--- config.mk ---
export PLATFORM = sky130hd
export DESIGN_NAME = enc_formatter_ctrl
export DESIGN_NICKNAME = d
export VERILOG_FILES = /design/src/rtl/enc_formatter_ctrl.sv
export SDC_FILE = /design/constraint.sdc
export NUM_CORES = 1
export LEC_CHECK = 0
export CAP_MARGIN = 10
export CORE_MARGIN = 2
export CORE_UTILIZATION = 57
export CTS_BUF_LIST = sky130_fd_sc_hd__clkbuf_16
export CTS_CLUSTER_SIZE = 40
export DETAILED_ROUTE_END_ITERATION = 10
export DONT_BUFFER_PORTS = 1
export GPL_TIMING_DRIVEN = 0
export HOLD_SLACK_MARGIN = 0.06
export PLACE_DENSITY = 0.72
export SYNTH_ARGS = -nofsm -noshare
export SYNTH_HDL_FRONTEND = slang
export SYNTH_HIERARCHICAL = 1
export SYNTH_SLANG_ARGS = --single-unit
--- constraint.sdc ---
create_clock -name clk -period 4.2 [get_ports clk]
set_input_delay 0.63 -clock clk [delete_from_list [all_inputs] [get_ports clk]]
set_output_delay 0.63 -clock clk [all_outputs]
set_load 0.1 [all_outputs]
--- src/rtl/enc_formatter_ctrl.sv ---
// rtl/enc_formatter_ctrl.sv - residue-buffer sequencer serving variable-size symbol requests from fixed encoder words
// Optional residue flush port enabled by defining ENC_FMT_FLUSH_EN.

module enc_formatter #(
    localparam int N  = 8,
    localparam int W  = 8,
    localparam int CW = $clog2(N + 1),
    localparam int OW = $clog2(2 * N - 1)
) (
    input  logic [2*N*W-1:0] buf_data,
    input  logic [OW-1:0]    for_offset,
    input  logic [CW-1:0]    for_request,
    output logic [N*W-1:0]   for_data
);

    // Output symbol i comes from buf_data symbol offset+i; unrequested symbols stay 0.
    always_comb begin
        for_data = '0;
        for (int i = 0; i < N; i++) begin
            if (i < int'(for_request) && (int'(for_offset) + i) < 2 * N) begin
                for_data[i*W +: W] = buf_data[(int'(for_offset) + i)*W +: W];
            end
        end
    end

endmodule

module enc_formatter_ctrl #(
    localparam int N  = 8,
    localparam int W  = 8,
    localparam int CW = $clog2(N + 1),
    localparam int LW = $clog2(N),
    localparam int OW = $clog2(2 * N - 1)
) (
    input  logic            clk,
    input  logic            rst_n,
    input  logic            enc_valid,
    output logic            enc_ready,
    input  logic [N*W-1:0]  enc_data,
    input  logic            req_valid,
    input  logic [CW-1:0]   req_count,
    output logic            req_ready,
    output logic            out_valid,
    input  logic            out_ready,
    output logic [N*W-1:0]  out_data,
    output logic [CW-1:0]   out_count,
    output logic [LW-1:0]   level
`ifdef ENC_FMT_FLUSH_EN
    ,
    input  logic            flush
`endif
);

    logic [N*W-1:0]   res_q;
    logic [LW-1:0]    level_q;
    logic [2*N*W-1:0] buf_data;
    logic [N*W-1:0]   for_data;
    logic [N*W-1:0]   res_src;
    logic [N*W-1:0]   res_nxt;
    logic [LW-1:0]    level_nxt;
    logic [OW-1:0]    for_offset;
    logic [CW-1:0]    for_request;
    logic             stage_free;
    logic             req_legal;
    logic             fire_buf;
    logic             fire_enc;
    logic             fire_flush;
    logic             fire;

    // The incoming word sits just below the residue, so one window covers both sources.
    assign buf_data = {res_q, enc_data};

    enc_formatter u_formatter (
        .buf_data    (buf_data),
        .for_offset  (for_offset),
        .for_request (for_request),
        .for_data    (for_data)
    );

    always_comb begin
        stage_free = rst_n && (!out_valid || out_ready);
        req_legal  = (req_count != '0) && (req_count <= CW'(N));
        fire_buf   = stage_free && req_valid && req_legal && (CW'(level_q) >= req_count);
        fire_enc   = stage_free && req_valid && req_legal && (CW'(level_q) < req_count) && enc_valid;
`ifdef ENC_FMT_FLUSH_EN
        fire_flush = flush && stage_free && (level_q != '0) && !fire_buf && !fire_enc;
`else
        fire_flush = 1'b0;
`endif
        fire        = fire_buf || fire_enc || fire_flush;
        for_request = '0;
        for_offset  = '0;
        level_nxt   = level_q;
        if (fire_buf || fire_enc) begin
            for_request = req_count;
            for_offset  = OW'(N) + OW'(level_q) - OW'(req_count);
            level_nxt   = fire_enc ? LW'(CW'(N) + CW'(level_q) - req_count)
                                   : LW'(CW'(level_q) - req_count);
        end else if (fire_flush) begin
            for_request = CW'(level_q);
            for_offset  = OW'(N);
            level_nxt   = '0;
        end
        // New residue is the youngest level_nxt symbols of its source; everything above is cleared.
        res_src = fire_enc ? enc_data : res_q;
        res_nxt = '0;
        for (int i = 0; i < N; i++) begin
            if (i < int'(level_nxt)) begin
                res_nxt[i*W +: W] = res_src[i*W +: W];
            end
        end
        enc_ready = fire_enc;
        req_ready = fire_buf || fire_enc;
    end

    always_ff @(posedge clk or negedge rst_n) begin
        if (!rst_n) begin
            res_q     <= '0;
            level_q   <= '0;
            out_valid <= 1'b0;
            out_data  <= '0;
            out_count <= '0;
        end else begin
            res_q   <= res_nxt;
            level_q <= level_nxt;
            if (fire) begin
                out_valid <= 1'b1;
                out_data  <= for_data;
                out_count <= for_request;
            end else if (out_ready) begin
                out_valid <= 1'b0;
            end
        end
    end

    assign level = level_q;

endmodule

# Yosys cells after proc, flatten, opt, wreduce, memory -nomap -nowiden
# Index checks and enable logic that the tools add are counted.
# totals
regBits	128
in_bits	73
out_inout_bits	74
wordCells	104
# op_classes
add_sub_neg	10
magnitude_cmp	26
n_eq_ne	7
n_shift	8
mux	22
n_reduce_logical	20
# op_table
op	count
$shiftx A128 B9 Y8	7
$lt A32 B6 Y1 const B	7
$shiftx A128 B8 Y8	1
$mux W8	15
$mux W56	1
$add A4 B3 Y5 const B	4
$lt A3 B4 Y1 const A	4
$logic_and A1 B1 Y1	15
$ne A2 B2 Y1 const B	7
$add A4 B2 Y5 const B	2
$lt A3 B3 Y1 const A	3
$lt A1 B4 Y1 const A	2
$lt A2 B4 Y1 const A	2
$mux W4	2
$lt A1 B3 Y1 const A	2
$lt A2 B3 Y1 const A	2
$mux W3	2
$add A4 B1 Y5 const B	1
$lt A4 B5 Y1 const B	1
$add A4 B3 Y4 const A	1
$ge A3 B4 Y1	1
$le A4 B4 Y1 const B	1
$lt A3 B4 Y1	1
$reduce_bool A4 Y1	1
other kinds (6)	8

# Longest topological paths before layout
# Gate-level depths: netlist of the first run.
# depth
ltp_word	13
depth_mapped	20
ltp_nobuf	13

# Modules after synthesis
# The synthesis of the first run kept the hierarchy.
# by_module_without_submodules
mod	n_inst	cells_each	area_per_inst_um2	seq_area_each_um2
enc_formatter_ctrl	1	505	6194.7	3203.1
enc_formatter	1	613	4639.4	0.0

# Worst setup path after synthesis of the first run
# OpenSTA, ideal clock, no wires.
# synth_path
kind	register to output
start	reg level_q[0], in the netlist level[0]
end	out enc_ready
arrival_ns	4.578
required_ns	3.570
slack_ns	-1.008
stages_incl_launch_ff	10
path_buffers	2
path_cell_list	dfrtp_1 -> inv_1 -> ha_1 -> inv_1 -> fa_1 -> and2_1 -> or4_4 -> buf_6 -> buf_2 -> o21ai_0
# synth_between
elab_chain_cells	3
# synth_lines
element	line_no	rtl
from (decl)	55	logic [LW-1:0] level_q;
from (signal assigned)	125	level_q <= level_nxt;
$lt A3 B4 Y1	84	fire_enc = stage_free && req_valid && req_legal && (CW'(level_q) < req_count) && enc_valid;
$logic_and A1 B1 Y1 (2 in series)	84	
to (decl)	38	output logic enc_ready,
# No other way between the ends.

# Worst setup path in the final report of the first run
# layout_path
start	reg level_q[2], in the netlist level[2]
end	reg out_data[30]
# layout_between
elab_chain_cells	9
word_cells_on_any_way	16
classes_between	add/sub (3); order compare (4); shift (1); mux (3); reduce/logical (5)
# layout_lines
element	line_no	rtl
$lt A3 B4 Y1	84	
$logic_and A1 B1 Y1 (2 in series)	84	
$logic_or A1 B1 Y1 (*)	94	if (fire_buf || fire_enc) begin
$mux W4 (*)	94	
via for_offset[1]	61	logic [OW-1:0] for_offset;
$add A4 B2 Y5 (*)	20, 21	
$lt A32 B6 Y1	20	if (i < int'(for_request) && (int'(for_offset) + i) < 2 * N) begin
$logic_and A1 B1 Y1	20	
$mux W8 (*)	20	
via for_data[30]	57	logic [N*W-1:0] for_data;
to (signal assigned)	128	out_data <= for_data;
to (decl)	45	output logic [N*W-1:0] out_data,
# The timed path passes the listed nets; every way through them passes the cells marked *.
# A chain may end at the register's enable or synchronous reset.

==> flow_summary_export.csv, run 1 <==
group,metric,value,unit
outcome,outcome,"complete, but fails checks",
outcome,violations,"negative setup slack",
power,p_leak,4.65,nW
setup_path,setup.worst_path.end_class,"flop",
finish,final_common_cell,"o211ai_1",
global_route,antenna_found_initial,3,
die,fp.dieH,142,um
cts,cts_tree,"built",
logic_synthesis,ys_seq_area_share,29.6,%
logic_synthesis,synth_edf_count,0,
finish,drive_gt1_share,27.6,%
sta,setup_viol,8,
sta,slew_headroom,14.3,%
finish,stdcell_area,12700,um2
job,max_cap_viol_count,0,
die,row_count,50,
power,p_comb_share,31.5,%
finish,nNetsFinal,1272,
sta,final.setup_skew,11.3,ps
power,internal-power,0.00269,W
power,cellPowerDensity,383,nW/um2
placement,dp.cells,1391,
sta,finalMaxSlewViolations,0,
drt,wl_per_cell,37.0,um
die,io_pins,147,
global_route,grt_overflow,0,
power,switching_share,44.8,%
logic_synthesis,yosysTopAreaCell,"dfrtp_1",
placement,dp_hpwl,39900,um
logic_synthesis,synthTopCellsByArea,"dfrtp_1, mux2i_1, o211ai_1",
setup_path,required,4520,ps
power,ir_drop,708,uV
placement,placed_area,11300,um2
setup_path,arrival,4610,ps
global_route,track_usage,52.9,%
logic_synthesis,ys_warn_count,6,
drt,wl,53500,um
die,start_util,57.9,%
finish,stdcell_count,1444,
setup_path,r2r-start,"level[2]",
setup_path,crit_end,"out_data[30]",
setup_path,ff2ff_setup_slack,-100,ps
drt,top_layer,"met5",
sta,final_hold_viol_count,0,
setup_path,startpoint_type,"flop",
logic_synthesis,synthFlopType,"dfrtp_1",
finish,final_cell_mix,"o211ai_1, dfrtp_1, nand2_1, mux2i_1, mux2_2",
setup_path,max_stage_delay,630,ps
logic_synthesis,ys_ff_latch,128,
sta,hold_slack,124,ps
cts,clk_latency,440,ps
cts,h-tree-depth,4,
sta,post-route-period-util,102,%
global_route,grt_pass1_wl,75400,um
logic_synthesis,synthCells,1118,
setup_path,reg2reg_depth,14,
sta,period_minus_slack,4300,ps
hold_path,hold_class,"in2async",
die,dieArea,20100,um2
power,fin_total_pwr,0.00487,W
global_route,grt_max_degree,129,
drt,met3_length,8210,um
logic_synthesis,syn-cell-area,10800,um2
cts,numCtsBuffers,17,
die,core,18700,um2
sta,tns,-263,ps
logic_synthesis,synth.distinct_cells,69,
drt,drc,0,
setup_path,worstPathCellList,"ha_1 -> nand3_2 -> a311oi_4 -> o21ai_4 -> buf_8 -> buf_6 -> nor2_1 -> buf_6 -> buf_8 -> mux2i_1 -> a22oi_1 -> o2111ai_1 -> a21oi_1 -> mux2_4",
setup_path,crit_family,"compound AO/OA/AOI/OAI gates",
drt,avgViaCountPerCell,8.09,
placement,port_buffers,0,
setup_path,path_buf_inv,4,
power,seqPwrFrac,38.3,%
setup_path,cp-startpoint,"level[2]",
logic_synthesis,async_flop_share,100,%
cts,cts_buffer_depth,2,
setup_path,critPathMaxFanout,10,
die,die_w,142,um
sta,worstMarginPinSlew,1280,ps
setup_path,cp.depth,14,
sta,fmax,233,MHz
cts,cts_num_sinks,128,
drt,antenna_left,0,
setup_path,cp_slowest_cell,"mux2i_1",
sta,setup_ws,-98.4,ps
finish,fill_cells,1439,
setup_path,criticalPathCategory,"reg2reg",
placement,gp_congestion,1.11,
logic_synthesis,avgSynthCellArea,9.69,um2
drt,drtPass1Iterations,10,
drt,dr_wl_met2,21500,um
drt,met1_length,18600,um
logic_synthesis,synth.top_cell.area_share,29.6,%
power,p_sw,0.00218,W
global_route,grt_pass1_vias,10712,
finish,syn_to_final_growth,17.2,%
cts,clkTransAtPathRegs,70,ps
drt,first_iter_violations,2174,
drt,vias,11684,
cts,cts_root_buffer,"clkbuf_16",
power,clkPwrFrac,30.2,%
setup_path,r2r_end,"out_data[30]",
sequential cells by signal (all words and copies together) (netlist names):
name       flops
out_data      64
res_q         56
out_count      4
level          3
out_valid      1
synth_stat cells, types with 14 or more instances:
cell type	instances
mux2_4	30
buf_6	17
mux4_2	24
nor2_1	39
a22oi_1	48
o21ai_0	43
o211ai_1	142
buf_2	31
mux2_2	60
o22ai_1	19
buf_4	14
nand3_1	36
a21oi_1	22
mux2i_1	134
clkbuf_1	38
dfrtp_1	128
nand2_1	98
a211oi_1	47
per-stage QoR:
stage	worst slack [ps]	utilization, %
final	-98.4	67.9
after global routing	-28.3	67.9
after CTS	-0.234	67.0
after detailed placement	-1740	60.3
after global placement	-1710	60.3
after floorplan	200	-
cell type report:
class / count / area [um2] / share of cell area, %
antenna: 2 / 5.00 / 0.0394
clock buffer: 17 / 425 / 3.35
tap: 234 / 293 / 2.31
buffer: 112 / 802 / 6.32
multi-input combinational: 906 / 7620 / 60.0
sequential: 128 / 3210 / 25.3
clock inverter: 15 / 135 / 1.06
timing repair buffer: 19 / 160 / 1.26
inverter: 11 / 50.0 / 0.394
how the worst min path moves through the flow:
stage	to	start
final	res_q[46]	rst_n
after global routing	res_q[46]	rst_n
after global placement	res_q[54]	rst_n
after CTS	res_q[43]	rst_n
after detailed placement	res_q[53]	rst_n
after floorplan	level[0]	rst_n
cells by family (layout without fill, tap and decap cells):
kind of cell / count (synthesis) / after routing / share of synthesized area, %
multiplexers: 249 / 249 / 27.9
flip-flops: 128 / 128 / 29.6
buffers and inverters: 123 / 174 / 6.42
AO/OA/AOI/OAI: 373 / 373 / 24.8
other: 1 / 42 / 0.0346
XOR/XNOR: 1 / 1 / 0.0809
AND/OR/NAND/NOR: 239 / 239 / 10.7
adder cells (fa/ha/maj): 4 / 4 / 0.531
power by group through the flow:
stage	sequential [W]	clock, W	combinational, W
3_3_place_gp	0.00186	0	0.00124
4_1_cts	0.00185	0.00147	0.00140
6_report	0.00186	0.00147	0.00153
2_1_floorplan	0.00181	0	0.000891
3_5_place_dp	0.00186	0	0.00126
5_1_grt	0.00186	0.00152	0.00156
timing repair:
action	4_1_cts	5_1_grt
resized for setup	138	31
gates cloned	1	0
buffers inserted	13	4
hold buffers	1	0
pin swaps	10	3
setup endpoints to repair	65	63
hold endpoints to repair	128	0
routing by layer:
| layer | vias to the layer above | track usage, % |
|---|---|---|
| li1 | 4525 | - |
| met3 | 376 | 20.1 |
| met4 | 2 | 37.1 |
| met5 | - | 0 |
| met2 | 1218 | 74.9 |
| met1 | 5563 | 66.6 |
Note: power is estimated with default switching activity, not from simulation.
==> inputs of run 2 (changes only) <==
--- a/config.mk
+++ b/config.mk
@@ -5,7 +5,6 @@
 export SDC_FILE = /design/constraint.sdc
 export NUM_CORES = 1
 export LEC_CHECK = 0
-export CAP_MARGIN = 10
 export CORE_MARGIN = 2
 export CORE_UTILIZATION = 57
 export CTS_BUF_LIST = sky130_fd_sc_hd__clkbuf_16
==> results of run 2 <==
No change in the layout: final DEF, timing and power equal those of run 1.
==> inputs of run 3 (changes only) <==
--- a/config.mk
+++ b/config.mk
@@ -5,6 +5,7 @@
 export SDC_FILE = /design/constraint.sdc
 export NUM_CORES = 1
 export LEC_CHECK = 0
+export ABC_CLOCK_PERIOD_IN_PS = 4200
 export CORE_MARGIN = 2
 export CORE_UTILIZATION = 57
 export CTS_BUF_LIST = sky130_fd_sc_hd__clkbuf_16
==> results of run 3 <==
No change in the layout: final DEF, timing and power equal those of run 1.
